`src/rtl/rf_pkg.sv`:
```
// Shared helpers for multiport_register_file: address-width function, default word/address
// types and the write-port priority resolver used by both commit and forwarding paths.
package rf_pkg;

    localparam int unsigned RF_DATA_W    = 32;
    localparam int unsigned RF_NREGS     = 32;
    localparam int unsigned RF_MAX_PORTS = 16;

    function automatic int unsigned rf_aw(input int unsigned nregs);
        return (nregs > 1) ? $clog2(nregs) : 1;
    endfunction

    localparam int unsigned RF_AW = rf_aw(RF_NREGS);

    typedef logic [RF_AW-1:0]        rf_addr_t;
    typedef logic [RF_DATA_W-1:0]    rf_word_t;
    typedef logic [RF_MAX_PORTS-1:0] rf_portvec_t;

    // Highest-numbered hitting port wins; -1 when no port hits.
    function automatic int rf_winner(input rf_portvec_t hit);
        int w;
        w = -1;
        for (int p = 0; p < RF_MAX_PORTS; p++) begin
            if (hit[p]) w = p;
        end
        return w;
    endfunction

endpackage

```
`src/rtl/rf_scoreboard.sv`:
```
// Pending-producer tracker for the register file: reserve sets, any write clears, flush clears
// all (reserve wins), and rbusy is registered to line up with rdat.
module rf_scoreboard
    import rf_pkg::*;
#(
    parameter int unsigned NREGS    = 32,
    parameter int unsigned NRD      = 2,
    parameter int unsigned NWR      = 1,
    parameter int unsigned ZERO_REG = 1,
    parameter int unsigned AW       = 5
) (
    input  logic                     CLK,
    input  logic                     nRST,
    input  logic [NWR-1:0]           wen,
    input  logic [NWR-1:0][AW-1:0]   wsel,
    input  logic                     rsv_en,
    input  logic [AW-1:0]            rsv_sel,
    input  logic                     sb_flush,
    input  logic [NRD-1:0][AW-1:0]   rsel,
    output logic [NRD-1:0]           rbusy
);

    logic [NREGS-1:0] pending_q, pending_d;
    logic [NRD-1:0]   rbusy_q, rbusy_d;

    always_comb begin
        pending_d = sb_flush ? '0 : pending_q;
        for (int p = 0; p < NWR; p++) begin
            if (wen[p]) pending_d[wsel[p]] = 1'b0;
        end
        // Applied last so a same-cycle reserve beats both write-clear and flush.
        if (rsv_en) pending_d[rsv_sel] = 1'b1;
        if (ZERO_REG != 0) pending_d[0] = 1'b0;
    end

    always_comb begin
        rbusy_d = '0;
        for (int r = 0; r < NRD; r++) begin
            rbusy_d[r] = pending_d[rsel[r]];
        end
    end

    always_ff @(posedge CLK or negedge nRST) begin
        if (!nRST) begin
            pending_q <= '0;
            rbusy_q   <= '0;
        end else begin
            pending_q <= pending_d;
            rbusy_q   <= rbusy_d;
        end
    end

    assign rbusy = rbusy_q;

endmodule

```
`src/rtl/multiport_register_file.sv`:
```
// NREGS x DATA_W register file, NRD registered read ports with same-cycle write forwarding.
// Define RF_SCOREBOARD_EN to add the pending-producer scoreboard and rbusy outputs.
module multiport_register_file
    import rf_pkg::*;
#(
    parameter int unsigned DATA_W   = 32,
    parameter int unsigned NREGS    = 32,
    parameter int unsigned NRD      = 2,
    parameter int unsigned NWR      = 1,
    parameter int unsigned ZERO_REG = 1,
    localparam int unsigned AW      = rf_aw(NREGS)
) (
    input  logic                        CLK,
    input  logic                        nRST,
    input  logic [NWR-1:0]              wen,
    input  logic [NWR-1:0][AW-1:0]      wsel,
    input  logic [NWR-1:0][DATA_W-1:0]  wdat,
    input  logic [NRD-1:0][AW-1:0]      rsel,
`ifdef RF_SCOREBOARD_EN
    input  logic                        rsv_en,
    input  logic [AW-1:0]               rsv_sel,
    input  logic                        sb_flush,
    output logic [NRD-1:0]              rbusy,
`endif
    output logic [NRD-1:0][DATA_W-1:0]  rdat
);

    logic [NREGS-1:0][DATA_W-1:0] regs_q, regs_d;
    logic [NRD-1:0][DATA_W-1:0]   rdat_q, rdat_d;

    // Reg 0 never matches when hardwired, so its writes vanish from commit and forwarding alike.
    function automatic rf_portvec_t write_hits(input logic [AW-1:0] addr);
        rf_portvec_t hit;
        hit = '0;
        for (int p = 0; p < NWR; p++) begin
            hit[p] = wen[p] && (wsel[p] == addr);
        end
        if (ZERO_REG != 0 && addr == '0) hit = '0;
        return hit;
    endfunction

    function automatic logic [DATA_W-1:0] port_data(input int w);
        logic [DATA_W-1:0] d;
        d = '0;
        for (int p = 0; p < NWR; p++) begin
            if (p == w) d = wdat[p];
        end
        return d;
    endfunction

    always_comb begin
        regs_d = regs_q;
        for (int i = 0; i < NREGS; i++) begin
            int w;
            w = rf_winner(write_hits(AW'(i)));
            if (w >= 0) regs_d[i] = port_data(w);
        end
    end

    always_comb begin
        rdat_d = '0;
        for (int r = 0; r < NRD; r++) begin
            int w;
            w = rf_winner(write_hits(rsel[r]));
            if (ZERO_REG != 0 && rsel[r] == '0) begin
                rdat_d[r] = '0;
            end else if (w >= 0) begin
                rdat_d[r] = port_data(w);
            end else begin
                rdat_d[r] = regs_q[rsel[r]];
            end
        end
    end

    always_ff @(posedge CLK or negedge nRST) begin
        if (!nRST) begin
            regs_q <= '0;
            rdat_q <= '0;
        end else begin
            regs_q <= regs_d;
            rdat_q <= rdat_d;
        end
    end

    assign rdat = rdat_q;

`ifdef RF_SCOREBOARD_EN
    rf_scoreboard #(
        .NREGS    (NREGS),
        .NRD      (NRD),
        .NWR      (NWR),
        .ZERO_REG (ZERO_REG),
        .AW       (AW)
    ) u_scoreboard (
        .CLK      (CLK),
        .nRST     (nRST),
        .wen      (wen),
        .wsel     (wsel),
        .rsv_en   (rsv_en),
        .rsv_sel  (rsv_sel),
        .sb_flush (sb_flush),
        .rsel     (rsel),
        .rbusy    (rbusy)
    );
`endif

endmodule

```
`config.mk`:
```
export PLATFORM = sky130hd
export DESIGN_NAME = multiport_register_file
export DESIGN_NICKNAME = d
export VERILOG_FILES = /design/src/rtl/rf_pkg.sv /design/src/rtl/rf_scoreboard.sv /design/src/rtl/multiport_register_file.sv
export SDC_FILE = /design/constraint.sdc
export NUM_CORES = 2
export LEC_CHECK = 0
export CORE_MARGIN = 4
export CORE_UTILIZATION = 61
export CTS_BUF_LIST = sky130_fd_sc_hd__clkbuf_4 sky130_fd_sc_hd__clkbuf_8 sky130_fd_sc_hd__clkbuf_16
export DETAILED_ROUTE_END_ITERATION = 16
export PLACE_DENSITY = 0.78
export SYNTH_ARGS = -nofsm -noshare
export SYNTH_HDL_FRONTEND = slang
export SYNTH_SLANG_ARGS = --single-unit
```
`constraint.sdc`:
```
create_clock -name CLK -period 3 [get_ports CLK]
set_input_delay 0.9 -clock CLK [delete_from_list [all_inputs] [get_ports CLK]]
set_output_delay 0.9 -clock CLK [all_outputs]
set_load 0.05 [all_outputs]
```
# After elaboration in Yosys (flattened, before gate mapping)
# Index checks and enable logic that the tools add are counted.
# W data, S select, Z words.
[op_classes] n_mul=0 eq_ne=33 reduce_logical=68 n_shift=0 muxes=106 magnitude_cmp=35 n_bitwise=0 addsub=0 div=0
[ops] op="$mux W32" n=102
[ops] op="$ge A32 B1 Y1 const B" n=33
[ops] op="$logic_not A32 Y1" n=33
[ops] op="$bmux W32 S5" n=2
[ops] op="$eq A5 B5 Y1 const B" n=16
[ops] op="$eq A5 B4 Y1 const B" n=8
[ops] op="$logic_and A1 B1 Y1" n=33
[ops] op="$eq A5 B3 Y1 const B" n=4
[ops] op="$lt A5 B6 Y1 const B" n=2
[ops] op="$eq A5 B2 Y1 const B" n=2
[ops] op="$eq A5 B5 Y1" n=2
[ops] op="$logic_not A5 Y1" n=2
[ops] op="$eq A5 B1 Y1 const B" n=1
[ops] op="$mux W1" n=2
[word_totals] latchBits=0 inputBits=50 ff_bits=1056 n_memories=0 word_cells=275 out_inout_bits=64 romBits=0 ram_bits=0

# Depth between registers and ports, before layout
[logic_depth] ltp_word=23 depth_mapped=9 mapped_depth_nobuf=5

# Least setup slack after synthesis
# OpenSTA, ideal clock, no wires.
[synth_path] path_kind="input -> register" startpoint="input port rsel[1] (netlist name)" endpoint="register rdat_q, in the netlist rdat[11]" setup_slack_ns=0.398 n_path_buf=2 stages=7 setup_time_ns=0.123 t_required_ns=2.877 arrival_time_ns=2.480 path_cell_list="buf_2 > clkbuf_1 > mux2_2 > a221o_1 > a21oi_1 > nor3_1 > o221a_2"
[synth_rtl] element="start: declaration" line_no="multiport_register_file.sv:18" source="input logic [NRD-1:0][AW-1:0] rsel,"
[synth_rtl] element="end signal: assignment" line_no="multiport_register_file.sv:81" source="rdat_q <= rdat_d;"
[synth_rtl] element="end: declaration" line_no="multiport_register_file.sv:29" source="logic [NRD-1:0][DATA_W-1:0] rdat_q, rdat_d;"

# Worst setup path in the final report
[layout_path] startpoint="register rdat_q, in the netlist rdat[45]" endpoint="output port rdat[45] (netlist name)"
[layout_rtl] element="end: declaration" line_no="multiport_register_file.sv:25" source="output logic [NRD-1:0][DATA_W-1:0] rdat"
# No word-level cell between the ends.

==> impl_metrics.py <==
metrics = {
    "clock_tree": {
        "cts-root-buf": "clkbuf_16",
        "clock_sinks": 1056,
        "post_cts_buffers": 0,
        "clk_path_buf_depth": 3,
        "htree_levels": 3,
        "cts_tree": "yes",
        "cts_resized": 0,
        "path_clk_slew_ps": 60,
        "numCtsBuffers": 110,
        "cts_hold_buf": 0,
        "clock_latency_ps": 710,
    },
    "global_route": {
        "grt_use_total": 0.363,
        "grt_pass1_vias": 43100,
        "use_met1": 0.485,
        "antenna_found_initial": 8,
        "met2_usage": 0.559,
        "grt_remaining_overflow": 0,
        "grt_pass1_wl_mm": 271,
        "grt_max_degree": 89,
        "grtUsageMet3": 0.0816,
        "top_usage_layer": "met2",
    },
    "die": {
        "dieArea_sq_um": 97900,
        "core_area_sq_um": 91900,
        "die_x_microns": 313,
        "dieHeight_microns": 313,
        "initial_utilization": 0.616,
        "row_count": 111,
        "io_pins": 114,
    },
    "worst_setup_path": {
        "critPathRequiredTime_ps": 2100,
        "reg2reg_slack_ps": 1150,
        "slowest_stage": "clkdlybuf4s50_1",
        "end_kind": "output pin",
        "critical-path-top-delay-family": "buffers and inverters",
        "crit_buf_inv": 1,
        "max_stage_delay_ps": 920,
        "cp_max_fo": 1,
        "crit_type": "reg -> out",
        "crit_path_start_kind": "register",
        "path_cells": "clkdlybuf4s50_1",
        "cp_data_arrival_time_ps": 2010,
    },
    "finish": {
        "fill_cells": 6105,
        "layout.cells.non_filler": 6000,
        "final_cell_mix": "mux2_2 (1076), dfrtp_1 (1056), mux2i_1 (576)",
        "final_common_cell": "mux2_2",
        "register_area_sq_um": 26400,
        "fin_util": 0.718,
        "multi_input_area_sq_um": 28400,
        "fin_nets": 4712,
        "drive_gt1_frac": 0.400,
        "area_growth_pct": 16.5,
    },
    "logic_synthesis": {
        "synthCells": 4525,
        "yosys_warnings": 0,
        "synth.net_count": 4575,
        "syn_area_sq_um": 56700,
        "synth_edf_count": 0,
        "ys_ff_latch": 1056,
        "syn_avg_cell_area_sq_um": 12.5,
        "ys.flop_type": "dfrtp_1",
        "ys_seq_area_frac": 0.466,
        "async_reset_ff_frac": 1.00,
        "ys_types": 39,
    },
    "routing": {
        "detail_route.first_pass.iterations": 6,
        "routedWlPerCell_microns": 30.0,
        "ant_nets": 0,
        "via_count": 41700,
        "drt_drc_violations_left": 0,
        "drt-total-wl_mm": 180,
        "drt-initial-drc-count": 4580,
        "vias_per_cell": 6.96,
    },
    "sta": {
        "skew_ps": 29.9,
        "slew_headroom": 0.440,
        "setup_tns_ps": 0,
        "rsz0062_at_grt": "no",
        "clock.fmax_mhz": 344,
        "final_max_slew_viol_count": 0,
        "setup_viol": 0,
        "fin_hold_ws_ps": 99.6,
        "hold_viol_final": 0,
        "period_needed_ps": 2910,
        "period_share": 0.968,
        "tightest_slew_ps": 838,
    },
    "power": {
        "finalPower_mw": 42.4,
        "intPower_mw": 30.2,
        "vdd_ir_drop_max_mv": 0.519,
        "switching_power_mw": 12.2,
        "comb_power_share": 0.212,
        "seqPwrFrac": 0.451,
        "p_leak_nw": 30.0,
        "swShare": 0.287,
        "power_per_cell_area_nw_per_um2": 642,
        "power_frac_clock": 0.336,
    },
    "place": {
        "place.port_buffers": 113,
        "dpl.cell_count": 5793,
        "place.gp.congestion": 0.889,
        "hpwl_mm": 113,
    },
    "hold_path": {
        "min_path_type": "in -> async",
    },
    "flow_run": {
        "maxCapViolations": 0,
    },
    "outcome": {
        "status": "finished, final reports clean",
    },
}
-- power groups by stage --
| stage | registers [mW] | logic [mW] | clock network (mW) |
|---|---|---|---|
| floorplan | 19.0 | 6.03 | 0 |
| global placement | 19.0 | 8.58 | 0 |
| detailed placement | 19.2 | 8.86 | 0 |
| CTS | 19.0 | 8.95 | 14.4 |
| global route | 19.4 | 9.65 | 15.0 |
| finish | 19.1 | 9.01 | 14.3 |
-- logic make-up after synthesis --
| family | Yosys count | synth area share |
|---|---|---|
| flops | 1056 | 0.466 |
| mux | 1824 | 0.376 |
| xor+xnor | 10 | 0.00155 |
| simple gates | 525 | 0.0455 |
| buf+inv | 470 | 0.0361 |
| compound gates | 640 | 0.0742 |
-- path summary, 6_finish.rpt --
check / startpoint / endpoint / depth (start not counted)
min reg2reg: regs_q[393] / regs_q[393] / 1
min: nRST / regs_q[768] / 1
max reg2reg: regs_q[240] / rdat[48] / 6
min in group CLK: regs_q[393] / regs_q[393] / 1
max: rdat[45] / rdat[45] / 1
max in group asynchronous: nRST / regs_q[924] / 3
-- layer usage --
layer  wire, microns  part of all wire
met5              47           0.00026
met4           10700             0.059
met3           16700             0.093
met2           82200              0.46
met1           70500              0.39
-- through the flow --
step | setup slack [ps] | area, sq um
after floorplan | 398 | 56700
after global placement | -124 | 62200
after detailed placement | -162 | 62200
after CTS | 60.1 | 66000
after global routing | 51.4 | 66000
final | 94.7 | 66000
-- flip-flops by register name, indices dropped and copies added (netlist names) --
| signal | flops |
|---|---|
| regs_q | 992 |
| rdat | 64 |
-- synth_stat cells (20+ instances only) --
cell | n | area share
a21oi_1 | 224 | 0.020
a221o_1 | 32 | 0.0057
a22oi_1 | 192 | 0.025
a31oi_1 | 32 | 0.0035
and3_1 | 32 | 0.0035
buf_1 | 46 | 0.0030
buf_2 | 150 | 0.013
clkbuf_1 | 251 | 0.017
dfrtp_1 | 1056 | 0.47
mux2_1 | 24 | 0.0048
mux2_2 | 1076 | 0.21
mux2_4 | 20 | 0.0053
mux2i_1 | 576 | 0.10
mux4_2 | 128 | 0.051
nand2_1 | 176 | 0.012
nand2b_1 | 71 | 0.0078
nand3_1 | 164 | 0.014
nor3_1 | 38 | 0.0034
o21ai_0 | 96 | 0.0085
o221a_2 | 32 | 0.0064
o221ai_1 | 32 | 0.0049
-- cell type report --
| type | instances | area share |
|---|---|---|
| multi-input combinational | 2999 | 0.431 |
| inverter | 1 | 0.0000568 |
| clock buffer | 150 | 0.0487 |
| antenna | 4 | 0.000152 |
| sequential | 1056 | 0.400 |
| tap | 1243 | 0.0235 |
| timing repair buffer | 494 | 0.0881 |
| clock inverter | 53 | 0.00868 |
Note: power is estimated with default switching activity, not from simulation.
